--- src/rtl/seq_pkg.sv ---
// Shared types and constants for the serial pattern generator and sequence detectors.
// Latency: n/a (package only).
// Backpressure: n/a.
package seq_pkg;

    // Generator FSM states
    typedef enum logic [1:0] {
        IDLE = 2'd0,
        SEND = 2'd1,
        GAP  = 2'd2,
        DONE = 2'd3
    } gen_state_t;

    // Sync word, also the target pattern of the Mealy sequence detectors
    localparam logic [5:0] SYNC_PATTERN = 6'b101011;

endpackage

--- src/rtl/seq_pattern_gen_piso_shift.sv ---
// Parallel-in/serial-out shift register; shifts left, zeros enter at the LSB.
// Latency: msb_o reflects a load or shift on the following cycle (registered).
// Backpressure: none; load has priority over shift.
// Ports: clk_i/reset_i clock and async active-high reset; load_i/din_i parallel load;
//        shift_i shift-left enable; msb_o current MSB. PAT_W must be at least 2.
module piso_shift #(
    parameter int PAT_W = 6
) (
    input  logic             clk_i,
    input  logic             reset_i,
    input  logic             load_i,
    input  logic             shift_i,
    input  logic [PAT_W-1:0] din_i,
    output logic             msb_o
);

    logic [PAT_W-1:0] sh_q;
    logic [PAT_W-1:0] sh_d;

    always_comb begin
        sh_d = sh_q;
        if (load_i) begin
            sh_d = din_i;
        end else if (shift_i) begin
            sh_d = {sh_q[PAT_W-2:0], 1'b0};
        end
    end

    always_ff @(posedge clk_i or posedge reset_i) begin
        if (reset_i) begin
            sh_q <= '0;
        end else begin
            sh_q <= sh_d;
        end
    end

    assign msb_o = sh_q[PAT_W-1];

endmodule

--- src/rtl/seq_pattern_gen.sv ---
// Serial MSB-first pattern transmitter with programmable repeat count and inter-repeat gap.
// Latency: first bit one cycle after an accepted start; all outputs registered.
// Backpressure: none; start is ignored (not queued) unless idle, abort cancels at any time.
// Ports: clk_i, reset_i (async active-high); start_i with pattern_i/repeat_i/gap_i captured on
//        acceptance; abort_i synchronous cancel; out_o serial bit, out_valid_o bit qualifier,
//        busy_o first bit through last bit incl. gaps, done_o one-cycle completion pulse.
module seq_pattern_gen
    import seq_pkg::*;
#(
    parameter int PAT_W = 6,
    parameter int CNT_W = 4,
    parameter int GAP_W = 4
) (
    input  logic             clk_i,
    input  logic             reset_i,
    input  logic             start_i,
    input  logic [PAT_W-1:0] pattern_i,
    input  logic [CNT_W-1:0] repeat_i,
    input  logic [GAP_W-1:0] gap_i,
    input  logic             abort_i,
    output logic             out_o,
    output logic             out_valid_o,
    output logic             busy_o,
    output logic             done_o
);

    localparam int               BIT_W    = $clog2(PAT_W);
    localparam logic [BIT_W-1:0] LAST_BIT = BIT_W'(PAT_W - 1);

    gen_state_t       state_q,     state_d;
    logic [PAT_W-1:0] pat_q,       pat_d;
    logic [CNT_W-1:0] rep_q,       rep_d;
    logic [GAP_W-1:0] gap_q,       gap_d;
    logic [GAP_W-1:0] gap_cnt_q,   gap_cnt_d;
    logic [BIT_W-1:0] bit_cnt_q,   bit_cnt_d;
    logic             out_valid_q, out_valid_d;
    logic             busy_q,      busy_d;
    logic             done_q,      done_d;

    logic             sh_load;
    logic             sh_shift;
    logic [PAT_W-1:0] sh_din;

    // The shift register MSB is the serial output itself. Shifting past the last
    // bit leaves it all-zero, so out reads 0 in GAP/DONE without extra gating;
    // abort loads zeros for the same effect.
    piso_shift #(
        .PAT_W (PAT_W)
    ) u_piso (
        .clk_i   (clk_i),
        .reset_i (reset_i),
        .load_i  (sh_load),
        .shift_i (sh_shift),
        .din_i   (sh_din),
        .msb_o   (out_o)
    );

    always_comb begin
        state_d   = state_q;
        pat_d     = pat_q;
        rep_d     = rep_q;
        gap_d     = gap_q;
        gap_cnt_d = gap_cnt_q;
        bit_cnt_d = bit_cnt_q;
        sh_load   = 1'b0;
        sh_shift  = 1'b0;
        sh_din    = pat_q;

        case (state_q)
            IDLE: begin
                // abort outranks start here; repeat=0 requests are dropped
                if (!abort_i && start_i && (repeat_i != '0)) begin
                    state_d   = SEND;
                    pat_d     = pattern_i;
                    rep_d     = repeat_i;
                    gap_d     = gap_i;
                    bit_cnt_d = '0;
                    sh_load   = 1'b1;
                    sh_din    = pattern_i;
                end
            end
            SEND: begin
                if (abort_i) begin
                    state_d = IDLE;
                    sh_load = 1'b1;
                    sh_din  = '0;
                end else if (bit_cnt_q == LAST_BIT) begin
                    rep_d     = rep_q - CNT_W'(1);
                    bit_cnt_d = '0;
                    if (rep_q == CNT_W'(1)) begin
                        state_d  = DONE;
                        sh_shift = 1'b1;
                    end else if (gap_q == '0) begin
                        // back-to-back repetition: reload directly, no bubble
                        sh_load = 1'b1;
                    end else begin
                        state_d   = GAP;
                        gap_cnt_d = gap_q;
                        sh_shift  = 1'b1;
                    end
                end else begin
                    bit_cnt_d = bit_cnt_q + BIT_W'(1);
                    sh_shift  = 1'b1;
                end
            end
            GAP: begin
                // counts gap down to 1, so the full GAP_W range is usable without wrap
                if (abort_i) begin
                    state_d = IDLE;
                    sh_load = 1'b1;
                    sh_din  = '0;
                end else if (gap_cnt_q == GAP_W'(1)) begin
                    state_d = SEND;
                    sh_load = 1'b1;
                end else begin
                    gap_cnt_d = gap_cnt_q - GAP_W'(1);
                end
            end
            DONE: begin
                state_d = IDLE;
            end
            default: begin
                state_d = IDLE;
                sh_load = 1'b1;
                sh_din  = '0;
            end
        endcase

        // status outputs are registered versions of the upcoming state
        out_valid_d = (state_d == SEND);
        busy_d      = (state_d == SEND) || (state_d == GAP);
        done_d      = (state_d == DONE);
    end

    always_ff @(posedge clk_i or posedge reset_i) begin
        if (reset_i) begin
            state_q     <= IDLE;
            pat_q       <= '0;
            rep_q       <= '0;
            gap_q       <= '0;
            gap_cnt_q   <= '0;
            bit_cnt_q   <= '0;
            out_valid_q <= 1'b0;
            busy_q      <= 1'b0;
            done_q      <= 1'b0;
        end else begin
            state_q     <= state_d;
            pat_q       <= pat_d;
            rep_q       <= rep_d;
            gap_q       <= gap_d;
            gap_cnt_q   <= gap_cnt_d;
            bit_cnt_q   <= bit_cnt_d;
            out_valid_q <= out_valid_d;
            busy_q      <= busy_d;
            done_q      <= done_d;
        end
    end

    assign out_valid_o = out_valid_q;
    assign busy_o      = busy_q;
    assign done_o      = done_q;

endmodule

--- config.mk ---
export PLATFORM = sky130hd
export DESIGN_NAME = seq_pattern_gen
export DESIGN_NICKNAME = d
export VERILOG_FILES = /design/src/rtl/seq_pkg.sv /design/src/rtl/seq_pattern_gen_piso_shift.sv /design/src/rtl/seq_pattern_gen.sv
export SDC_FILE = /design/constraint.sdc
export NUM_CORES = 1
export LEC_CHECK = 0
export ABC_AREA = 1
export CAP_MARGIN = 25
export CORE_ASPECT_RATIO = 0.7
export CORE_MARGIN = 2
export CORE_UTILIZATION = 25
export CTS_CLUSTER_SIZE = 25
export DETAILED_ROUTE_END_ITERATION = 8
export MAX_ROUTING_LAYER = met4
export SYNTH_ARGS = -nofsm -noshare
export SYNTH_HDL_FRONTEND = slang
export SYNTH_HIERARCHICAL = 1
export SYNTH_SLANG_ARGS = --single-unit
--- constraint.sdc ---
create_clock -name clk_i -period 1.5 [get_ports clk_i]
set_input_delay 0.3 -clock clk_i [delete_from_list [all_inputs] [get_ports clk_i]]
set_output_delay 0.3 -clock clk_i [all_outputs]
set_load 0.005 [all_outputs]
# == Yosys cells after proc, flatten, opt, wreduce, memory -nomap -nowiden ==
# Index checks and enable logic that the tools add are counted.
# op_classes
n_reduce_logical,15
add_sub_neg,3
mux,41
eq_ne,16
# op_table
op,count
4-bit two-way mux,9
6-bit two-way mux,4
4-bit one-hot mux with 2 select lines,2
2-bit two-way mux,7
"2-bit inequality test, second input constant",7
1-bit two-way mux,12
6-bit one-hot mux with 2 select lines,1
3-bit two-way mux,3
"2-bit == test, second input constant",4
"4-bit by 1-bit == test with 1-bit output, second input constant",2
2-bit one-hot mux with 4 select lines,1
"4-bit by 1-bit subtractor with 4-bit output, second input constant",2
7-bit AND reduction,1
3-bit one-hot mux with 2 select lines,1
2-bit nonzero test,3
"2-bit by 1-bit == test with 1-bit output, second input constant",2
4-bit logical NOT,1
4-bit AND reduction,1
4-bit nonzero test,1
"3-bit by 1-bit adder with 3-bit output, second input constant",1
"3-bit == test, second input constant",1
1-bit one-hot mux with 3 select lines,1
3-bit AND reduction,1
1-bit logical AND,2
other kinds (5),5
# totals
regBits,32
output_inout_bits,4
word_cells,85
input_bits,18

# == Logic depth before layout (Yosys ltp) ==
# Gate-level depths: netlist of run 1.
# logic_depth
depth_word,8
depth_mapped,13
ltp_nobuf,12

# == Modules after synthesis ==
# The synthesis of run 1 kept the hierarchy.
# modules_own_cells
module,seq_area_each_um2,cells_each,area_each_um2,instances
seq_pattern_gen,650.6,202,1562.7,1
piso_shift,150.1,39,285.3,1

# == Worst setup path before layout of run 1 ==
# OpenSTA, ideal clock, no wires.
# synth_path
kind,register -> register
from,register state_q[0]
to,register u_piso.sh_q[1]
arrival_ns,1.598
n_path_buf,2
setup_slack_ns,-0.167
required_time_ns,1.431
path_stages_with_launch,12
setup_ns,0.069
period_less_slack_ns,1.667
cell_sequence,dfrtp_1 > inv_1 > ha_1 > buf_6 > nand2_1 > nand2_1 > o21ai_0 > a21oi_1 > buf_2 > nor2_2 > nand2_1 > nand3_1
# synth_via
word_cells_on_any_way,9
classes_between,2 x eq/ne; 4 x mux; 3 x reduce/logical
# synth_lines
item,line,rtl
start: declaration,seq_pattern_gen.sv:30,"gen_state_t state_q, state_d;"
start signal: assignment,seq_pattern_gen.sv:147,state_q <= state_d;
2-bit == test (tied with other cells),seq_pattern_gen.sv:69,case (state_q)
1-bit one-hot mux with 3 select lines (*),seq_pattern_gen.sv:69,
via sh_load,seq_pattern_gen.sv:40,logic sh_load;
6-bit two-way mux / 2-bit nonzero test (equally long branches),-,
end signal: assignment,seq_pattern_gen_piso_shift.sv:31,sh_q <= '0;
end signal: assignment,seq_pattern_gen_piso_shift.sv:33,sh_q <= sh_d;
end: declaration,seq_pattern_gen_piso_shift.sv:17,logic [PAT_W-1:0] sh_q;
# Mark *: on every way through the listed nets, which the timed path passes. The rest lies on a longest branch.
# A chain may end at the register's enable or synchronous reset.

# == Worst setup path in the final report of run 1 ==
# layout_path
from,input port repeat_i[3]
to,register u_piso.sh_q[5]
# layout_via
elab_chain_cells,5
word_cells_on_any_way,8
classes_between,5 x mux; 3 x reduce/logical
# layout_rtl
item,line,rtl
start: declaration,seq_pattern_gen.sv:18,"input logic [CNT_W-1:0] repeat_i,"
4-bit nonzero test (*),seq_pattern_gen.sv:72,if (!abort_i && start_i && (repeat_i != '0)) begin
1-bit logical AND (*),seq_pattern_gen.sv:72,
1-bit two-way mux (*),seq_pattern_gen.sv:72,
1-bit one-hot mux with 3 select lines (*),seq_pattern_gen.sv:69,
via sh_load,seq_pattern_gen.sv:40,
6-bit two-way mux / 2-bit nonzero test (equally long branches),-,
# Marked as above.

==> results of run 1 <==
==> critical path: stages <==
cell and delay (ns):
clkdlybuf4s50_1 0.50, nor2_1 0.06, nand2_1 0.11, nand3_4 0.11
nor2_4 0.14, inv_2 0.05, a21oi_2 0.14, buf_6 0.15
inv_4 0.05, nand3_2 0.06, nand3_1 0.08
==> power groups by stage <==
stage          combinational (mW)  clock [mW]  sequential (mW)
2_1_floorplan                1.37           0             1.46
3_3_place_gp                 2.36           0             1.48
3_5_place_dp                 2.40           0             1.48
4_1_cts                      2.68       0.870             1.50
5_1_grt                      3.37       0.895             1.56
6_report                     3.04       0.844             1.52
==> kinds of logic after synthesis <==
group                      count (synthesis)  synth area share (%)
AOI/OAI and AO/OA                         39                 11.71
adders and majority gates                  9                 6.094
DFF                                       32                 43.33
xor gates and xnor gates                   2                0.9480
buffers and inverters                     30                 7.447
and+or+nand+nor                          129                 30.47
==> worst min-delay path by stage <==
stage / slack, ns / startpoint / cells after the start / end
4_1_cts: 0.26 / reset_i / 2 / u_piso/sh_q[4]
3_5_place_dp: 0.46 / pat_q[1] / 2 / pat_q[1]
6_report: 0.25 / reset_i / 2 / u_piso/sh_q[5]
5_1_grt: 0.27 / reset_i / 2 / u_piso/sh_q[4]
3_3_place_gp: 0.46 / pat_q[2] / 2 / pat_q[2]
2_1_floorplan: 0.09 / reset_i / 1 / u_piso/sh_q[0]
==> per-stage QoR <==
stage | utilization, % | hold slack [ns] | cells
6_report | 41.86 | 0.2515 | 423
3_3_place_gp | 35.65 | 0.4557 | 405
2_1_floorplan | - | 0.09096 | 241
5_1_grt | 41.86 | 0.2701 | 423
3_5_place_dp | 35.65 | 0.4630 | 405
4_1_cts | 39.26 | 0.2585 | 417
==> layer usage <==
metal / vias up / global-route usage (%) / wire length [um]
li1: 937 / - / -
met1: 843 / 19.11 / 2551
met2: 37 / 17.90 / 2108
met3: 2 / 3.356 / 255
met4: 0 / 1.429 / 8
met5: - / - / 0
==> layout by cell type (no fill, tap or decap), types with 3 or more instances in the layout <==
master / n
nand3_1: 8
o21ai_0: 16
clkbuf_8: 5
inv_4: 4
a21oi_1: 3
o21ai_1: 7
inv_1: 15
nor2_1: 6
inv_2: 7
nand3_2: 8
ha_4: 6
a21oi_2: 5
clkdlybuf4s50_1: 21
buf_6: 8
nor2_4: 3
or2_2: 3
nand2_2: 16
buf_4: 48
nand2_1: 76
dfrtp_1: 30
o21ai_2: 4
==> cell type report <==
class / instances / area [sq um] / area share, %
multi-input cells: 180 / 1177 / 38.95
repair buffers: 79 / 700.7 / 23.18
well taps: 98 / 122.6 / 4.056
inverters: 26 / 107.6 / 3.560
flip-flops and latches: 32 / 803.3 / 26.57
clock buffers: 5 / 68.82 / 2.276
clock inverters: 3 / 42.54 / 1.407
==> what timing repair did <==
item | in CTS | in global routing
gates cloned | 1 | 0
buffers inserted | 3 | 6
pin swaps | 16 | 24
gates resized for setup | 38 | 38
hold buffers | 0 | 0
endpoints found under the setup margin | 19 | 30
==> state kept, by name, summed over array words and instances (netlist names) <==
name / count
out_valid_o: 1
pat_q: 6
u_piso/sh_q: 6
done_o: 1
bit_cnt_q: 3
busy_o: 1
gap_q: 4
gap_cnt_q: 4
rep_q: 4
state_q: 2
==> summary.txt, run 1 <==
Run status
  • Status: finished with violations
  • Failing checks: negative setup slack

STA
  • Slew of the pin with the lowest slew margin: 0.3592 ns
  • Setup Total Neg Slack: -0.6428 ns
  • Clock Skews: 0.005099 ns
  • RSZ-0062 raised after global routing: true
  • F_max: 630.5 MHz
  • Setup violators final: 13
  • Hold Violations, Final: 0
  • Fin. max-slew vios: 0
  • Final period util: 105.7%
  • Final Critical Period: 1.586 ns
  • Rel. slew slack: 76.05%
  • Final Worst Setup Slack: -0.08607 ns

Pwr
  • Design Power: 5.399 mW
  • Combinational share of power: 56.2%
  • Leakage: 1.419 nW
  • VDD IR max: 901.2 uV
  • Switching power: 2.148 mW
  • Clk pwr share: 15.6%
  • Cell internal pwr: 3.250 mW
  • Pwr/cell area: 1786 nW/um^2
  • Sequential power share: 28.1%
  • Switching Share: 39.79%

Setup path
  • Worst reg2reg setup slack: -0.08 ns
  • CP Capture Type: flop
  • Worst reg-to-reg path cell count: 8
  • Crit start category: input port
  • Setup CP Type: input port to flop
  • CP endpoint: u_piso/sh_q[5]
  • Crit Path Max Fanout: 8
  • Worst Path Required: 1.67 ns
  • Worst R2R Start: rep_q[0]
  • Worst setup startpoint: repeat_i[3]
  • CP arrival: 1.76 ns
  • Crit Reg-Reg Endpoint: u_piso/sh_q[5]

Floorplanning
  • DIE HEIGHT: 75.94 um
  • Die ar.: 8107 sq um
  • Die X: 106.8 um
  • Rows: 26
  • CORE AREA: 7222 sq um
  • Top-Level Pins: 22
  • Initial core utilization: 25.59%

Global routing
  • Vias in the first global route: 1696
  • Initial antenna violation count: 0
  • Tot GR Track Use: 12.81%
  • Largest net degree at the start of global routing: 27
  • First-pass GRT wire length: 8107 um
  • Grt ovf: 0

Routing
  • Routed WL: 4923 um
  • 1st-pass router iterations: 4
  • Vias per cell: 4.300
  • Final ANT Viol Nets: 0
  • DRT iter0 DRCs: 73
  • Routed wire length per instance: 11.64 um
  • Vias: 1819
  • Post-route DRC: 0

Place
  • Number of port buffers: 21
  • GP Congestion: 0.8606
  • Post-DP HPWL: 3491 um
  • Dpl cell area: 2575 sq um
  • Setup WS pre-CTS: -0.4305 ns

Final layout
  • Area grow syn2layout: 63.57%
  • Fraction of layout cells with a size suffix above 1: 42.15%
  • Fillers: 710
  • ANT cells: 0
  • Final Cell Area: 3023 sq um
  • Nets: 351

Synthesis
  • Leading area contributor after synthesis: dfrtp_1
  • Post-synthesis async set-or-reset flop share: 100.0%
  • Dominant synthesized flop cell: dfrtp_1
  • Avg Cell Area, Syn: 7.668 sq um
  • Post-Syn Area: 1848 sq um
  • Post-synth top cells: 92 x nand2_1, 32 x dfrtp_1, 27 x o21ai_0
  • Flops & latches, synth: 32
  • Synth Net Count: 268
  • Top-count cell post-synth: nand2_1
  • Post-Synthesis Cells: 241
  • Register area share after synthesis: 43.33%
  • Netlist cell types: 27
  • Yosys warns: 6
  • Post-synth EDFFs: 0
  • Synth top area cells: dfrtp_1 43%, nand2_1 19%, o21ai_0 7.3%, ha_1 6.1%, inv_1 4.5%
  • Synth top area share: 43.33%

Clock tree
  • CTS HTree Levels: 2
  • CTS sink cnt: 32
  • Total CTS buffers: 5
  • Clock insertion delay at the later pin of the skew report: 0.28 ns
  • Max Buffers Root-to-Sink: 2
  • TritonCTS clock tree: yes
  • CTS root buf: clkbuf_8
  • Clk pin slew, worst setup/hold paths: 0.08 ns

Hold path
  • Worst hold path type: input port to asynchronous set/reset pin

Run
  • Max cap viols: 0
(Power assumes the default switching activity.)
==> inputs of run 2 (changes only) <==
--- a/config.mk
+++ b/config.mk
@@ -7,7 +7,7 @@
 export LEC_CHECK = 0
 export ABC_AREA = 1
 export CAP_MARGIN = 25
-export CORE_ASPECT_RATIO = 0.7
+export CORE_ASPECT_RATIO = 1.4
 export CORE_MARGIN = 2
 export CORE_UTILIZATION = 25
 export CTS_CLUSTER_SIZE = 25
==> summary.txt, run 2 (synthesized netlist as in run 1, its figures left out) <==
Global routing
  • Largest net degree at the start of global routing: 27
  • Initial antenna violation count: 0
  • Grt ovf: 0
  • First-pass GRT wire length: 7928 um
  • Vias in the first global route: 1804
  • Tot GR Track Use: 12.40%

Routing
  • Routed WL: 4622 um
  • Final ANT Viol Nets: 0
  • Vias: 1843
  • Routed wire length per instance: 10.82 um
  • 1st-pass router iterations: 4
  • Vias per cell: 4.316
  • Post-route DRC: 0
  • DRT iter0 DRCs: 70

Run status
  • Failing checks: negative setup slack
  • Status: finished with violations

STA
  • Fin. max-slew vios: 0
  • Hold Violations, Final: 0
  • Final Critical Period: 1.583 ns
  • F_max: 631.8 MHz
  • Final Worst Setup Slack: -0.08284 ns
  • Setup Total Neg Slack: -0.6870 ns
  • Setup violators final: 16
  • RSZ-0062 raised after global routing: true
  • Clock Skews: 0.003184 ns
  • Rel. slew slack: 76.10%
  • Slew of the pin with the lowest slew margin: 0.3585 ns
  • Final period util: 105.5%

Clock tree
  • Clk pin slew, worst setup/hold paths: 0.07 ns
  • Clock insertion delay at the later pin of the skew report: 0.28 ns
  • CTS root buf: clkbuf_8
  • Max Buffers Root-to-Sink: 2
  • Total CTS buffers: 5
  • TritonCTS clock tree: yes
  • CTS sink cnt: 32
  • CTS HTree Levels: 2

Floorplanning
  • Top-Level Pins: 22
  • CORE AREA: 7268 sq um
  • DIE HEIGHT: 105.7 um
  • Die X: 76.67 um
  • Initial core utilization: 25.43%
  • Rows: 37
  • Die ar.: 8106 sq um

Final layout
  • ANT cells: 0
  • Fillers: 751
  • Storage element area: 803.3 sq um
  • Largest regs: pat_q (6), u_piso/sh_q (6)
  • Area of the multi-input gates: 1117 sq um
  • Most frequent cells in the layout: 83 x nand2_1, 56 x buf_4, 30 x dfrtp_1
  • Area grow syn2layout: 59.72%
  • Commonest non-fill, non-tap cell in the layout: nand2_1
  • Nets: 356
  • Fraction of layout cells with a size suffix above 1: 37.27%

Pwr
  • Design Power: 5.123 mW
  • Pwr/cell area: 1736 nW/um^2
  • VDD IR max: 765.8 uV
  • Leakage: 1.409 nW

Place
  • Number of port buffers: 21
  • Setup WS pre-CTS: -0.3780 ns
  • GP Congestion: 0.8555
  • Post-DP HPWL: 3295 um

Setup path
  • Worst Path Required: 1.73 ns
  • Setup CP Type: flop to flop
  • CP arrival: 1.81 ns
  • Worst R2R Start: state_q[1]
  • Crit start category: flop
  • CP Capture Type: flop
  • Crit Reg-Reg Endpoint: busy_o
  • Worst reg2reg setup slack: -0.08 ns
  • Worst reg-to-reg path cell count: 10
  • Crit Path Max Fanout: 7

Hold path
  • Worst hold path type: input port to asynchronous set/reset pin

Run
  • Max cap viols: 0
## run 2: cell count changes in the layout (fill, tap and decap cells not counted), sizes merged
| cell | delta |
|---|---|
| clkinvlp | -1 |
| buf | +5 |
| clkinv | -1 |
| bufinv | -1 |
| clkbuf | +3 |
## run 2: cell type report
class	count	area share, %
Multi-Input combinational cell	180	37.85
Sequential cell	32	27.21
Timing Repair Buffer	84	24.04
Tap cell	97	4.112
Inverter	26	3.730
Clock buffer	8	3.052
## run 2: per-stage QoR
step / cell area (sq um) / utilization (%) / cells / hold WS, ns
floorplan: 1889 / - / 241 / 0.09096
global placement: 2579 / 35.48 / 408 / 0.4534
detailed placement: 2579 / 35.48 / 408 / 0.4595
CTS: 2878 / 39.59 / 425 / 0.2699
global route: 2952 / 40.61 / 427 / 0.3036
finish: 2952 / 40.61 / 427 / 0.2638
## run 2: what timing repair did
action,CTS,global route
endpoints found under the setup margin,21,22
buffers inserted,8,2
resized for setup,40,25
hold buffers,0,0
cloned,1,0
pin swaps,26,24
## run 2: routing by layer
layer / part of all wire [%] / up-vias / track usage, %
li1: - / 946 / -
met1: 42 / 864 / 13.94
met2: 53 / 25 / 21.49
met3: 2.6 / 8 / 2.911
met4: 2.1 / 0 / 4.286
met5: 0 / - / -
## run 2: worst max-delay path by stage
stage | from | endpoint
after floorplan | state_q[1] | busy_o
after global placement | repeat_i[1] | u_piso/sh_q[2]
after detailed placement | repeat_i[3] | u_piso/sh_q[2]
after CTS | gap_cnt_q[1] | u_piso/sh_q[1]
after global routing | state_q[0] | u_piso/sh_q[1]
final | state_q[1] | busy_o
## run 2: worst max-delay path, stage by stage (launching register included)
cell	delay, ns
dfrtp_2	0.47
inv_4	0.10
ha_4	0.20
nand3_2	0.10
nand3_4	0.11
nand2_2	0.07
nand2_2	0.07
nand3_2	0.07
nand2_1	0.07
ha_1	0.22
inv_1	0.05
## run 2: power breakdown
part           internal [mW]  total (mW)  switching [mW]
clock                  0.374       0.687           0.313
sequential              1.25        1.51           0.261
combinational           1.49        2.93            1.44
